`src/rtl/brdg_actag_table_pkg.sv`:
```
// Shared constants and types for the receive-side acTag table.
// The opcode value matches the one used by the transmit-side surveil block.
package brdg_actag_table_pkg;

    localparam int CTXW   = 4;
    localparam int ACTAGW = 12;
    localparam int PASIDW = 20;

    localparam logic [7:0] AFU_TLX_CMD_OPCODE_ASSIGN_ACTAG = 8'h50;
    localparam logic [7:0] OPC_ASSIGN_ACTAG                = AFU_TLX_CMD_OPCODE_ASSIGN_ACTAG;

    typedef struct packed {
        logic              hit;
        logic [PASIDW-1:0] pasid;
    } lkup_rsp_t;

    // Effective number of usable acTags: the configured length clipped to the table depth.
    function automatic logic [ACTAGW-1:0] eff_limit(input logic [ACTAGW-1:0] len,
                                                    input logic [ACTAGW-1:0] depth);
        return (len < depth) ? len : depth;
    endfunction

endpackage

```
`src/rtl/brdg_actag_ram.sv`:
```
// PASID storage: one synchronous write port, one asynchronous read port.
// Contents are deliberately not reset; the valid bits in the top qualify them.
module brdg_actag_ram #(
    parameter int IDXW = 4,
    parameter int W    = 20
) (
    input  logic            clk,
    input  logic            we,
    input  logic [IDXW-1:0] waddr,
    input  logic [W-1:0]    wdata,
    input  logic [IDXW-1:0] raddr,
    output logic [W-1:0]    rdata
);

    localparam int DEPTH = 2**IDXW;

    logic [W-1:0] mem_q [DEPTH];

    always_ff @(posedge clk) begin
        if (we) begin
            mem_q[waddr] <= wdata;
        end
    end

    assign rdata = mem_q[raddr];

endmodule

```
`src/rtl/brdg_actag_table.sv`:
```
// acTag -> PASID table fed by assign_actag commands, with one-cycle lookups
// and a write-through bypass for a same-cycle assign/lookup of one acTag.
module brdg_actag_table
    import brdg_actag_table_pkg::*;
#(
    parameter int IDXW = CTXW
) (
    input  logic              clk,
    input  logic              rst_n,
    input  logic [11:0]       cfg_actag_base,
    input  logic [11:0]       cfg_actag_len,
    input  logic              tbl_clear,
    input  logic              cmd_valid,
    input  logic [7:0]        cmd_opcode,
    input  logic [11:0]       cmd_actag,
    input  logic [19:0]       cmd_pasid,
    input  logic              lkup_valid,
    input  logic [11:0]       lkup_actag,
    output logic              lkup_rsp_valid,
    output logic              lkup_rsp_hit,
    output logic [19:0]       lkup_rsp_pasid,
    output logic              assign_pulse,
    output logic              reassign_pulse,
    output logic              err_range,
    output logic [IDXW:0]     valid_cnt
);

    localparam int          DEPTH    = 2**IDXW;
    localparam logic [11:0] DEPTH_12 = 12'(DEPTH);

    logic [11:0]     limit;
    logic [11:0]     cmd_off;
    logic [11:0]     lk_off;
    logic            is_assign;
    logic            cmd_in_range;
    logic            lk_in_range;
    logic            accept;
    logic            bypass;
    logic [IDXW-1:0] cmd_idx;
    logic [IDXW-1:0] lk_idx;

    logic [IDXW-1:0] rd_addr  [2];
    logic [19:0]     rd_pasid [2];

    logic [DEPTH-1:0] valid_q, valid_d;
    logic [IDXW:0]    valid_cnt_q, valid_cnt_d;
    logic             assign_q, reassign_q, reassign_d;
    logic             err_range_q;
    logic             rsp_valid_q;
    lkup_rsp_t        rsp_q, rsp_d;

    // 12-bit modular offsets: a base wrap yields a huge offset and fails the range check.
    assign limit        = eff_limit(cfg_actag_len, DEPTH_12);
    assign cmd_off      = cmd_actag - cfg_actag_base;
    assign lk_off       = lkup_actag - cfg_actag_base;
    assign cmd_in_range = (cmd_off < limit);
    assign lk_in_range  = (lk_off < limit);
    assign cmd_idx      = cmd_off[IDXW-1:0];
    assign lk_idx       = lk_off[IDXW-1:0];

    assign is_assign = cmd_valid && (cmd_opcode == OPC_ASSIGN_ACTAG);
    assign accept    = is_assign && cmd_in_range && !tbl_clear;
    // Both offsets are below DEPTH when in range, so equal indices mean equal acTags.
    assign bypass    = accept && lk_in_range && (lk_idx == cmd_idx);

    // Two identical copies give the lookup and the reassign-compare their own read port.
    assign rd_addr[0] = lk_idx;
    assign rd_addr[1] = cmd_idx;

    generate
        for (genvar gi = 0; gi < 2; gi++) begin : g_ram
            brdg_actag_ram #(
                .IDXW (IDXW),
                .W    (20)
            ) u_ram (
                .clk   (clk),
                .we    (accept),
                .waddr (cmd_idx),
                .wdata (cmd_pasid),
                .raddr (rd_addr[gi]),
                .rdata (rd_pasid[gi])
            );
        end
    endgenerate

    always_comb begin
        valid_d     = valid_q;
        valid_cnt_d = valid_cnt_q;
        if (tbl_clear) begin
            valid_d     = '0;
            valid_cnt_d = '0;
        end else if (accept) begin
            valid_d[cmd_idx] = 1'b1;
            if (!valid_q[cmd_idx]) begin
                valid_cnt_d = valid_cnt_q + (IDXW+1)'(1);
            end
        end
    end

    always_comb begin
        reassign_d = accept && valid_q[cmd_idx] && (rd_pasid[1] != cmd_pasid);
        rsp_d.hit  = lkup_valid && !tbl_clear && lk_in_range && (bypass || valid_q[lk_idx]);
        if (!rsp_d.hit) begin
            rsp_d.pasid = '0;
        end else if (bypass) begin
            rsp_d.pasid = cmd_pasid;
        end else begin
            rsp_d.pasid = rd_pasid[0];
        end
    end

    always_ff @(posedge clk or negedge rst_n) begin
        if (!rst_n) begin
            valid_q     <= '0;
            valid_cnt_q <= '0;
            assign_q    <= 1'b0;
            reassign_q  <= 1'b0;
            err_range_q <= 1'b0;
            rsp_valid_q <= 1'b0;
            rsp_q       <= '0;
        end else begin
            valid_q     <= valid_d;
            valid_cnt_q <= valid_cnt_d;
            assign_q    <= accept;
            reassign_q  <= reassign_d;
            if (is_assign && !cmd_in_range) begin
                err_range_q <= 1'b1;
            end
            rsp_valid_q <= lkup_valid;
            rsp_q       <= rsp_d;
        end
    end

    assign lkup_rsp_valid = rsp_valid_q;
    assign lkup_rsp_hit   = rsp_q.hit;
    assign lkup_rsp_pasid = rsp_q.pasid;
    assign assign_pulse   = assign_q;
    assign reassign_pulse = reassign_q;
    assign err_range      = err_range_q;
    assign valid_cnt      = valid_cnt_q;

endmodule

```
`config.mk`:
```
export PLATFORM = sky130hd
export DESIGN_NAME = brdg_actag_table
export DESIGN_NICKNAME = d
export VERILOG_FILES = /design/src/rtl/brdg_actag_table_pkg.sv /design/src/rtl/brdg_actag_ram.sv /design/src/rtl/brdg_actag_table.sv
export SDC_FILE = /design/constraint.sdc
export NUM_CORES = 1
export LEC_CHECK = 0
export CAP_MARGIN = 10
export CORE_ASPECT_RATIO = 0.75
export CORE_UTILIZATION = 29
export CTS_BUF_LIST = sky130_fd_sc_hd__clkbuf_16
export CTS_CLUSTER_DIAMETER = 50
export CTS_CLUSTER_SIZE = 24
export DETAILED_ROUTE_END_ITERATION = 12
export SLEW_MARGIN = 20
export SYNTH_ARGS = -nofsm -noshare
export SYNTH_HDL_FRONTEND = slang
export SYNTH_SLANG_ARGS = --single-unit
```
`constraint.sdc`:
```
create_clock -name clk -period 2.5 [get_ports clk]
set_input_delay 0.25 -clock clk [delete_from_list [all_inputs] [get_ports clk]]
set_output_delay 0.25 -clock clk [all_outputs]
set_load 0.005 [all_outputs]
```
Yosys cells after proc, flatten, opt, wreduce, memory -nomap -nowiden:

Memory sizes are Yosys's and may differ from the RTL's.
Index checks and enable logic that the tools add are counted.

* bits in registers: 46
* memory bits (writable): 640
* logic and storage cells: 57
* memories: 2

* add/sub/neg operators: 3
* order comparisons: 6
* eq/ne operators: 4
* multiplexer cells: 16
* bitwise gates (word level): 1
* reductions and logical operators: 17

Memory list
* g_ram[0].u_ram.mem_q: words 16, width 20, rd ports 1, clocked after memory_dff 0, wr ports 1, line brdg_actag_ram.sv:17 `logic [W-1:0] mem_q [DEPTH];`
* g_ram[1].u_ram.mem_q: words 16, width 20, rd ports 1, clocked after memory_dff 0, wr ports 1, line brdg_actag_ram.sv:17

Operators by type and width (count)
* 20-bit 2-to-1 mux: 2
* 16-bit 2-to-1 mux: 2
* 12-bit < comparator: 2
* 12-bit subtractor: 2
* 20-bit inequality test: 1
* 16-bit OR: 1
* 5-bit 2-to-1 mux: 3
* 1-bit logical AND: 12
* 12-bit by 5-bit < comparator with 1-bit output, second input constant: 1
* 12-bit 2-to-1 mux: 1
* 4-bit by 5-bit < comparator with 1-bit output, second input constant: 2
* 1-bit binary-select mux with 4-bit select: 2
* 8-bit by 7-bit equality test with 1-bit output, second input constant: 1
* 5-bit by 1-bit adder with 5-bit output, second input constant: 1
* 1-bit 2-to-1 mux: 5
* 1-bit demux with 4-bit select: 1
* 4-bit equality test: 1
* 4-bit by 1-bit >= comparator with 1-bit output, second input constant: 1
* 1-bit zero test: 2
* 2-bit inequality test, second input constant: 1
* 2-bit AND reduction: 1
* 2-bit nonzero test: 1
* 1-bit logical OR: 1

Longest topological paths before layout:

* depth in word-level cells: 10
* gate-level depth with buffers: 22

Hierarchy:

From an unflattened synthesis, not the netlist that was laid out.

* cells, all modules: 1486
* area, all modules: 28260.9 um^2

Modules (own cells, without submodules)
* brdg_actag_ram: instances 2, cells an instance 513, area an instance 12130.4 um^2, sequential area each 9609.2 um^2
* brdg_actag_table: instances 1, cells an instance 460, area an instance 4000.1 um^2, sequential area each 1151.1 um^2

Least setup slack after synthesis:

Ideal clock, no wire load.

* kind: input to register
* start: input cmd_actag[0]
* end: memory g_ram[1].u_ram.mem_q[12][0], enable pin
* library setup time: 0.397 ns
* arrival time: 4.412 ns
* required time: 2.103 ns
* setup slack: -2.309 ns
* cell stages on the path: 21
* cell sequence: inv_1 > ha_1 > inv_1 > fa_1 > a21o_1 > a21oi_1 > o21bai_1 > a21oi_1 > o21bai_1 > a21oi_1 > nor2b_1 > o311ai_0 > ha_1 > a21o_1 > a21oi_1 > nand2_1 > a21oi_1 > nor2b_1 > buf_2 > nand3b_1 > nor2_1

* longest elaborated chain between the ends: 6

Ends and longest elaborated chain
* from (decl): line brdg_actag_table.sv:15 `input logic [11:0] cmd_actag,`
* 12-bit subtractor: line brdg_actag_table.sv:54 `assign cmd_off = cmd_actag - cfg_actag_base;`
* 12-bit < comparator: line brdg_actag_table.sv:56 `assign cmd_in_range = (cmd_off < limit);`
* 1-bit logical AND (2 in a row): line brdg_actag_table.sv:62 `assign accept = is_assign && cmd_in_range && !tbl_clear;`
* via accept: line brdg_actag_table.sv:37 `logic accept;`
* 1-bit 2-to-1 mux: line brdg_actag_ram.sv:20 `if (we) begin`
* 1-bit 2-to-1 mux (not written as such): line brdg_actag_ram.sv:21 `mem_q[waddr] <= wdata;`
* to (decl): line brdg_actag_ram.sv:17

The timed path passes the listed nets, and every way through them passes these cells.

Worst setup path in the final report:

* start: input cmd_actag[0]
* end: memory g_ram[1].u_ram.mem_q[1][16], enable pin

* longest elaborated chain between the ends: 6

Ends and longest elaborated chain (line)
* 12-bit subtractor *: brdg_actag_table.sv:54
* 12-bit < comparator: brdg_actag_table.sv:56
* 1-bit logical AND (2 in a row): brdg_actag_table.sv:62
* 1-bit 2-to-1 mux: brdg_actag_ram.sv:20
* 1-bit 2-to-1 mux (not written as such): brdg_actag_ram.sv:21

Every way passes the cells marked *; elsewhere a longest branch is shown, timed or not.

==> summary.txt <==
Status
  • Status: finished, violations left
  • Failing checks: negative setup slack

GRT
  • Grt total ovfl: 0
  • Largest net degree at the start of global routing: 33
  • Vias in the first global route: 11,900
  • Initial antenna violation count: 0
  • GR Util All Layers: 16.9%
  • First-pass GRT wire length: 79.1 mm

Floorplanning
  • Starting Density: 29.3%
  • Site Rows: a little under 80
  • DIE AREA: roughly 64,000 sq um
  • Core footprint: 62,100 sq um
  • Die W: 291 microns
  • I/O pin count: 111
  • Die height: around 220 microns

Place
  • Final GP Congestion: 0.808
  • Detailed Place HPWL: 35.7 mm
  • DP Area: 22,300 sq um
  • Pre-CTS WS: -2.39 ns
  • I/O Buffers: 110

STA
  • Final hold slack: ~0.086 ns
  • RSZ-0062 raised after global routing: true
  • Setup violators final: about 370
  • Final WS setup: -1.48 ns
  • Slew @ Worst Pin: 0.534 ns
  • Peak Freq: between 200 and 300 MHz
  • Relative slew margins: 64.4%
  • Max Slew Vio Count: 0
  • Fin. Hold Viols: 0
  • Clock skew: 0.0468 ns
  • Final Critical Period: 3.98 ns
  • Crit share post-route: 159%

Detailed routing
  • Via count: 11,600
  • Routed WL: 54.2 mm
  • Initial DRT Pass Iterations: 6
  • Via/cell ratio: roughly 5.3
  • DR DRC count: 0
  • Initial DRC count: about 1,100
  • Post-route ant nets: 0
  • Routed wire per std cell: 24.7 microns

Worst setup path
  • Worst Path Required: 2.78 ns
  • Worst setup path category: in -> reg
  • Arrival time worst endpoint: 4.26 ns
  • Crit start category: primary input
  • Worst-path fanout max: 7
  • CP endpoint kind: register

Clock network
  • CTS tree: done
  • Max H-tree Level: 2
  • Num Clock Sinks: around 370
  • Clock root buffer master: clkbuf_16
  • Worst-path clk slew: around 0.080 ns
  • Longest Clk Path Bufs: 3
  • Inserted Clock Buffers: 36
  • Clock Latency Late Sink: 0.59 ns

Logic synthesis
  • Dominant cell type by area after synthesis: edfxtp_1
  • Compound-cell area share of the yosys netlist: 4.48%
  • Mapped Area: 18,200 sq um
  • Syn Area/Cell: approximately 18 sq um
  • Synth Area in Simple Gates: 3.58%
  • Synth top area cells: edfxtp_1 53%, mux4_2 25%, dfrtp_1 6.3%, ha_1 3.1%, xnor2_1 1.1%
  • Yosys warnings: 0
  • Area share of fa/ha/maj cells after synthesis: under 10%
  • Post-synth ARST share: 12.6%
  • Ys flop type: edfxtp_1
  • Synth unique cells: 57
  • Multiplexer share of the synthesized area: between 20% and 30%
  • Top-area cell type share of the netlist area: 52.7%
  • Seq/Total Area, Yosys: between 50% and 60%
  • FF+latch count, synth: between 300 and 400
  • Xor/xnor cell area share of the yosys netlist: 1.88%
  • Gate Count Post-Synth: 1,002
  • Number of synthesized flops with an enable pin: 320
  • Main combinational cell family by area after synthesis: multiplexers

Finish
  • Design Area, Final: 24,800 sq um
  • Syn-to-layout area delta: 36.2%
  • Share of cells above drive strength 1: 44.9%
  • # nets final: 1,486
  • Ant diodes: 0

Pwr
  • Total leakage power: about 8.7 nW
  • Maximum vdd drop: 0.426 mV
  • Switching Share: 28.1%
  • Comb pwr share: 20.3%
  • Int Power: 0.0116 W
  • Switching power: ~0.0045 W
  • Clk network pwr share: roughly two fifths
  • Total power draw: 0.0162 W
  • Cell Pwr Density: ~650 nW/um^2
  • Seq pwr share: 41.1%

Hold path
  • HP Class: in -> async

Flow run
  • Max-cap violation count: 0
[metrics by stage]
| step | cells | util [%] | TNS, ns |
|---|---|---|---|
| 2_1_floorplan | 1015 | - | -344.18 |
| 3_3_place_gp | 2082 | 36.0 | -806.42 |
| 3_5_place_dp | 2082 | 36.0 | -819.87 |
| 4_1_cts | 2191 | 39.4 | -465.44 |
| 5_1_grt | 2195 | 40.0 | -525.50 |
| 6_report | 2195 | 40.0 | -466.58 |
[what timing repair did]
| action | in CTS | in global routing |
|---|---|---|
| gates resized for setup | 56 | 75 |
| hold buffers | 1 | 0 |
| pin swaps | 19 | 70 |
| cloned | 11 | 2 |
| setup buffers | 35 | 19 |
| setup endpoints to repair | 365 | 365 |
| hold endpoints to repair | 17 | 0 |
[worst paths after layout]
path | from | to | slack [ns] | cells after the start
max | cmd_actag[0] | g_ram[1].u_ram.mem_q[1][16] | -1.48 | 27
max in group asynchronous | rst_n | valid_cnt[3] | 1.61 | 3
min in group clk | lkup_valid | lkup_rsp_valid | 0.24 | 1
min | rst_n | lkup_rsp_pasid[1] | 0.09 | 2
min reg2reg | err_range | err_range | 0.52 | 1
max reg2reg | g_ram[1].u_ram.mem_q[9][9] | reassign_pulse | -0.52 | 7
[cell usage in the layout, fill, tap and decap left out, types with 4 or more instances in the layout]
cell type / count
a211oi_1: 10
a211oi_2: 5
a21o_1: 15
a21oi_2: 14
a22o_1: 19
a31oi_1: 4
and3_1: 14
buf_12: 39
buf_16: 8
buf_4: 169
buf_6: 35
buf_8: 4
clkbuf_16: 39
clkdlybuf4s50_1: 101
clkinv_8: 8
conb_1: 14
dfrtp_1: 46
edfxtp_1: 320
ha_1: 38
ha_4: 5
inv_1: 38
inv_12: 7
inv_2: 4
mux4_2: 199
nand2_1: 15
nand3_1: 5
nand3b_1: 6
nand4_1: 7
nor2_1: 17
nor2_4: 17
nor3_1: 9
nor4_1: 5
o21ai_0: 8
o21ai_2: 7
o22ai_2: 16
xnor2_1: 21
xor2_1: 15
[power by group through the flow]
stage               Clock, W  Sequential (W)  Combinational, W
global placement           0         0.00677           0.00314
CTS                  0.00637         0.00664           0.00318
detailed placement         0         0.00678           0.00316
global route         0.00663         0.00664           0.00350
finish               0.00624         0.00664           0.00328
floorplan                  0         0.00678           0.00190
[layout make-up]
type                    instances  area (sq um)
clock inverters                28           459
well taps                     810          1010
fillers                      5574         37300
clock buffers                  37           926
inverters                      45           183
multi-input cells             543          7620
flip-flops and latches        366         10800
repair buffers                366          3860
[per-layer routing]
| metal | vias up | track usage, % | share of wire, % |
|---|---|---|---|
| met3 | 66 | 4.51 | 8.8 |
| met1 | 6128 | 24.0 | 43 |
| li1 | 4922 | - | - |
| met2 | 460 | 25.8 | 46 |
| met4 | 0 | 3.91 | 2.0 |
| met5 | - | 0 | 0 |
[worst max-delay path, cell delays in order]
cell,delay [ns]
buf_6,0.10
inv_4,0.04
ha_4,0.12
inv_2,0.04
fa_4,0.49
a21o_1,0.19
a21oi_2,0.17
o21bai_1,0.11
a21oi_2,0.18
o21bai_1,0.10
a21oi_2,0.14
nor2b_1,0.07
o311ai_2,0.25
ha_1,0.29
a21o_1,0.19
a21oi_2,0.14
nand2_1,0.09
a21oi_2,0.12
nor2b_4,0.16
buf_6,0.12
buf_12,0.09
nand3b_1,0.12
buf_6,0.16
buf_6,0.13
nor2_4,0.12
buf_12,0.14
buf_12,0.13
[registers in the layout (all words and copies together) (netlist names)]
signal and cells:
err_range 1, lkup_rsp_hit 1, lkup_rsp_pasid 20, assign_pulse 1, g_ram.u_ram.mem_q 320, lkup_rsp_valid 1, reassign_pulse 1, valid_q 16
valid_cnt 5
[synth_stat cells (all sizes together), types with 3 or more instances]
library cell / number
o21bai: 3
nor3: 9
nor2: 35
o21ai: 16
nand3b: 6
ha: 45
o22ai: 16
edfxtp: 320
inv: 45
a211oi: 16
a21oi: 16
a21o: 15
nand2: 17
mux4: 202
a22o: 20
o21a: 3
dfrtp: 46
nor2b: 6
buf: 29
a31oi: 4
nand2b: 3
nand3: 9
nor4: 5
nand4: 7
and3: 14
xnor2: 23
xor2: 16
clkbuf: 32
[cells by family after synthesis]
group                    after synthesis
XOR/XNOR                              39
adder cells (fa/ha/maj)               47
buffers and inverters                106
flip-flops                           366
AO/OA/AOI/OAI                        117
multiplexers                         203
AND/OR/NAND/NOR                      123
other                                  1
No activity file was read; power rests on OpenSTA's default activity.
